## config.mk

```make
export PLATFORM = sky130hd
export DESIGN_NAME = pipe_out_credit_fifo
export DESIGN_NICKNAME = d
export VERILOG_FILES = /design/src/rtl/pipe_out_credit_fifo.sv
export SDC_FILE = /design/constraint.sdc
export NUM_CORES = 1
export LEC_CHECK = 0
export ABC_AREA = 1
export CAP_MARGIN = 10
export CELL_PAD_IN_SITES_DETAIL_PLACEMENT = 1
export CELL_PAD_IN_SITES_GLOBAL_PLACEMENT = 1
export CORE_UTILIZATION = 40
export DETAILED_ROUTE_END_ITERATION = 6
export PLACE_DENSITY = 0.89
export SETUP_SLACK_MARGIN = 0.1
export SLEW_MARGIN = 20
export SYNTH_ARGS = -nofsm -noshare
export SYNTH_HDL_FRONTEND = slang
export SYNTH_SLANG_ARGS = --single-unit
```

## constraint.sdc

```tcl
create_clock -name clk -period 12.2 [get_ports clk]
set_clock_uncertainty 0.2 [all_clocks]
set_input_delay 2.44 -clock clk [delete_from_list [all_inputs] [get_ports clk]]
set_output_delay 2.44 -clock clk [all_outputs]
set_load 0.01 [all_outputs]
```

## src/rtl/pipe_out_credit_fifo.sv

```systemverilog
// pipe_out_credit_fifo
// Credit-gated output FIFO placed behind a valid-only pipeline that cannot be
// back-pressured. A launch into the pipeline is allowed only while a credit is
// free. One credit covers one word, either still in flight in the pipeline or
// already held in the FIFO, so every result the pipeline returns has a slot.
// The credit comes back when the consumer pops that word.
//
// Ports:
//   clk, rst        clock; asynchronous active-high reset
//   issue_valid/_ready  upstream launch handshake (ready = credit available)
//   in_data/in_valid    pipeline result, always accepted when there is room
//   out_data/_valid/_ready  registered FIFO head to the consumer
//   occupancy       number of words stored in the FIFO
//   overflow_err    sticky flag: a pipeline result arrived with no room
module pipe_out_credit_fifo #(
  parameter int DATA_WIDTH = 32,
  parameter int DEPTH      = 4
) (
  input  logic                         clk,
  input  logic                         rst,
  input  logic                         issue_valid,
  output logic                         issue_ready,
  input  logic [DATA_WIDTH-1:0]        in_data,
  input  logic                         in_valid,
  output logic [DATA_WIDTH-1:0]        out_data,
  output logic                         out_valid,
  input  logic                         out_ready,
  output logic [$clog2(DEPTH+1)-1:0]   occupancy,
  output logic                         overflow_err
);

  localparam int CNT_W = $clog2(DEPTH + 1);
  localparam int PTR_W = (DEPTH > 1) ? $clog2(DEPTH) : 1;
  localparam logic [CNT_W-1:0] FULL_CNT = CNT_W'(DEPTH);
  localparam logic [PTR_W-1:0] LAST_PTR = PTR_W'(DEPTH - 1);

  logic [CNT_W-1:0]      credits;
  logic [CNT_W-1:0]      occ;
  logic [PTR_W-1:0]      wr_ptr;
  logic [PTR_W-1:0]      rd_ptr;
  logic [DATA_WIDTH-1:0] mem [DEPTH];

  logic issue_fire;
  logic out_fire;
  logic full;
  logic wr_en;
  logic drop;

  assign issue_ready = (credits != '0);
  assign issue_fire  = issue_valid & issue_ready;
  assign out_valid   = (occ != '0);
  assign out_fire    = out_valid & out_ready;
  assign full        = (occ == FULL_CNT);
  // A full FIFO still takes a word when the head leaves in the same cycle.
  assign wr_en       = in_valid & (~full | out_fire);
  assign drop        = in_valid & full & ~out_fire;
  assign out_data    = mem[rd_ptr];
  assign occupancy   = occ;

  always_ff @(posedge clk or posedge rst) begin
    if (rst) begin
      credits <= FULL_CNT;
    end else begin
      case ({issue_fire, out_fire})
        2'b10:   credits <= credits - 1'b1;
        // Saturate: a pop of a word that was never issued (a misbehaving
        // pipeline) must not mint credits beyond DEPTH.
        2'b01:   if (credits != FULL_CNT) credits <= credits + 1'b1;
        default: credits <= credits;
      endcase
    end
  end

  always_ff @(posedge clk or posedge rst) begin
    if (rst) begin
      occ <= '0;
    end else begin
      case ({wr_en, out_fire})
        2'b10:   occ <= occ + 1'b1;
        2'b01:   occ <= occ - 1'b1;
        default: occ <= occ;
      endcase
    end
  end

  // Pointers wrap explicitly so DEPTH need not be a power of two.
  always_ff @(posedge clk or posedge rst) begin
    if (rst) begin
      wr_ptr <= '0;
      rd_ptr <= '0;
    end else begin
      if (wr_en)    wr_ptr <= (wr_ptr == LAST_PTR) ? '0 : wr_ptr + 1'b1;
      if (out_fire) rd_ptr <= (rd_ptr == LAST_PTR) ? '0 : rd_ptr + 1'b1;
    end
  end

  always_ff @(posedge clk or posedge rst) begin
    if (rst) begin
      for (int i = 0; i < DEPTH; i++) mem[i] <= '0;
    end else if (wr_en) begin
      mem[wr_ptr] <= in_data;
    end
  end

  always_ff @(posedge clk or posedge rst) begin
    if (rst)       overflow_err <= 1'b0;
    else if (drop) overflow_err <= 1'b1;
  end

endmodule
```

==> results_dict.tcl <==
set metrics [dict create \
    post_cts_resized 0 \
    layout.nets 903 \
    start_kind "flip-flop" \
    layout_commonest_cell "nand2_1" \
    tightest_slew_ns 0.9522 \
    drcViolationCount 0 \
    area_delta_synth_final_pct 20.79 \
    worstReg2RegStart "occupancy[1]" \
    gr-usage-all-layers_pct 25.35 \
    dieArea_sq_mm 0.01682 \
    fp.dieH_um 129.7 \
    synth-xor-area-share_pct 0.4028 \
    dr.pass1.iters 4 \
    drv_cap 0 \
    hold_end "credits[2]" \
    num_vias 5913 \
    grt_remaining_overflow 0 \
    dpl.hpwl_um 11440 \
    hp-class "reg -> reg" \
    post-place-cells 1055 \
    clock-root-buffer "clkbuf_16" \
    min_path_cells 2 \
    layout_common_cells "nand2_1, o21ai_0, dfrtp_1" \
    cts_setup_buffers 0 \
    power_density_mw_per_mm2 295.9 \
    maxSlewViolCount 0 \
    cts_buffers 17 \
    clkLatencyLatePin_ns 0.43 \
    grt_pass1_wl_um 32310 \
    syn_nets 857 \
    min_period_ns 6.194 \
    gp_congestion 0.7561 \
    synth-seq-area-share_pct 53.35 \
    synth-simple-area-share_pct 20.95 \
    numClockSinks 139 \
    grt_busiest_layer "met2" \
    synth_compound_area_share_pct 18.59 \
    core_area_sq_mm 0.01589 \
    netlist_instances 812 \
    setup_violations 0 \
    timing.hold.ws_ns 0.2696 \
    ant_nets 0 \
    ios 75 \
    status "completed" \
    stdcell_area_sq_mm 0.007879 \
    startpoint "rd_ptr[0]" \
    clk_pin_slew_ns 0.05 \
    cts_tree "done" \
    antenna_found_initial 0 \
    syn_area_per_cell_sq_um 8.033 \
    die_w_um 129.7 \
    p_total_mw 2.331 \
    initial_core_util_pct 41.06 \
    crit_type "reg -> out" \
    register_area_sq_mm 0.003481 \
    utilization_pct 49.60 \
    io_buffers 74 \
    fin_crit_sh_pct 50.77 \
    leakagePower_nw 3.686 \
    ys_seq_elements 139 \
    worstSetupEndpointType "output pin" \
    drt-total-wl_um 19860 \
    synthAdderAreaFrac_pct 1.765 \
    antenna_cells 0 \
    pre_cts_ws_ns 6.766 \
    vias_per_cell 5.460 \
    max_freq_mhz 161.4 \
    cts_buffer_depth 2 \
    synth_area_sq_mm 0.006523 \
    synth_top_family_by_area "simple AND/OR/NAND/NOR gates" \
    setup_tns_ns 0 \
    grt_max_degree 97 \
    multi_input_area_sq_mm 0.002720 \
    reg2reg_slack_ns 9.14 \
    r2r-end "mem[112]" \
    setup_ws_ns 6.006 \
    max_slew_margin_pct 36.44 \
    required_ns 9.56 \
    nFillCells 1952 \
    crit_fanout 67 \
    critical_path_arrival_ns 3.55 \
    synth.area.mux_share_pct 0 \
    hold_buffers 0 \
    vdd_drop_max_v 0.0001225 \
    grt_use_met3_pct 4.305 \
    grt_use_met2_pct 43.22 \
    finalHoldViolations 0 \
    ys_warn_count 0 \
    rows 46 \
    grtUsageMet1_pct 32.07 \
    wl_per_cell_um 18.34 \
    layout-drive-gt1-share_pct 5.767 \
    dpl-instance-area_sq_mm 0.007367 \
    r2r.worst_path.cells 8 \
    grt_pass1_vias 6401 \
    yosysUniqueCellTypes 26 \
    drt_iter0_markers 471 \
    rsz0062_at_grt "false" \
    hp-start "credits[2]" \
    cts-htree-levels 4 \
    finalNonFillerCells 1083 \
]
-- worst max path at each step --
stage          slack, ns      endpoint
6_report            6.01  out_data[20]
5_1_grt             5.83  out_data[24]
4_1_cts             6.30  out_data[20]
3_5_place_dp        6.77  out_data[20]
3_3_place_gp        6.84       mem[93]
2_1_floorplan       5.84    credits[0]
-- flip-flops by register name, summed over array words and instances (netlist names) --
signal        flops
overflow_err      1
mem             128
credits           3
rd_ptr            2
wr_ptr            2
occupancy         3
-- kinds of logic after synthesis --
| group | count (synthesis) |
|---|---|
| buffers and inverters | 76 |
| xor gates and xnor gates | 3 |
| adders and majority gates | 8 |
| AOI/OAI and AO/OA | 233 |
| DFF | 139 |
| and+or+nand+nor | 353 |
-- metal layers --
metal,vias up,share of wire (%),wire (um)
met5,-,0,0
met4,0,1.6,314
met3,31,5.5,1091
met2,153,50,9928
met1,2973,43,8528
li1,2756,-,-
-- worst max-delay path: stages (launching register included) --
cell and delay, ns:
dfrtp_2 0.33, buf_4 0.56, clkinv_2 0.96, o21ai_0 0.53
o22ai_1 0.17, clkdlybuf4s50_1 0.51
-- area by class of cell --
cell class	count	area share (%)
repair buffers	85	10.45
clock buffers	25	6.289
clock inverters	3	0.1906
multi-input cells	597	34.52
inverters	18	0.9370
flip-flops and latches	139	44.18
well taps	216	3.430
-- cells in the mapped netlist, drive strengths merged --
cell | n | area, sq um
dfrtp | 138 | 3453
nand2 | 275 | 1042
xor2 | 2 | 17.52
xnor2 | 1 | 8.760
o21ai | 198 | 990.9
buf | 25 | 130.1
fa | 2 | 40.04
o22ai | 32 | 200.2
ha | 6 | 75.07
dfstp | 1 | 26.28
nor2 | 71 | 284.0
nand3 | 7 | 40.04
clkbuf | 33 | 125.1
o21bai | 1 | 7.510
inv | 18 | 67.57
a21oi | 2 | 13.76
-- where the power goes --
part	internal, mW	switching [mW]	total, mW
Sequential	0.677	0.111	0.788
Clock	0.275	0.188	0.464
Combinational	0.423	0.657	1.08
Total	1.37	0.957	2.33
(Power assumes the default switching activity.)
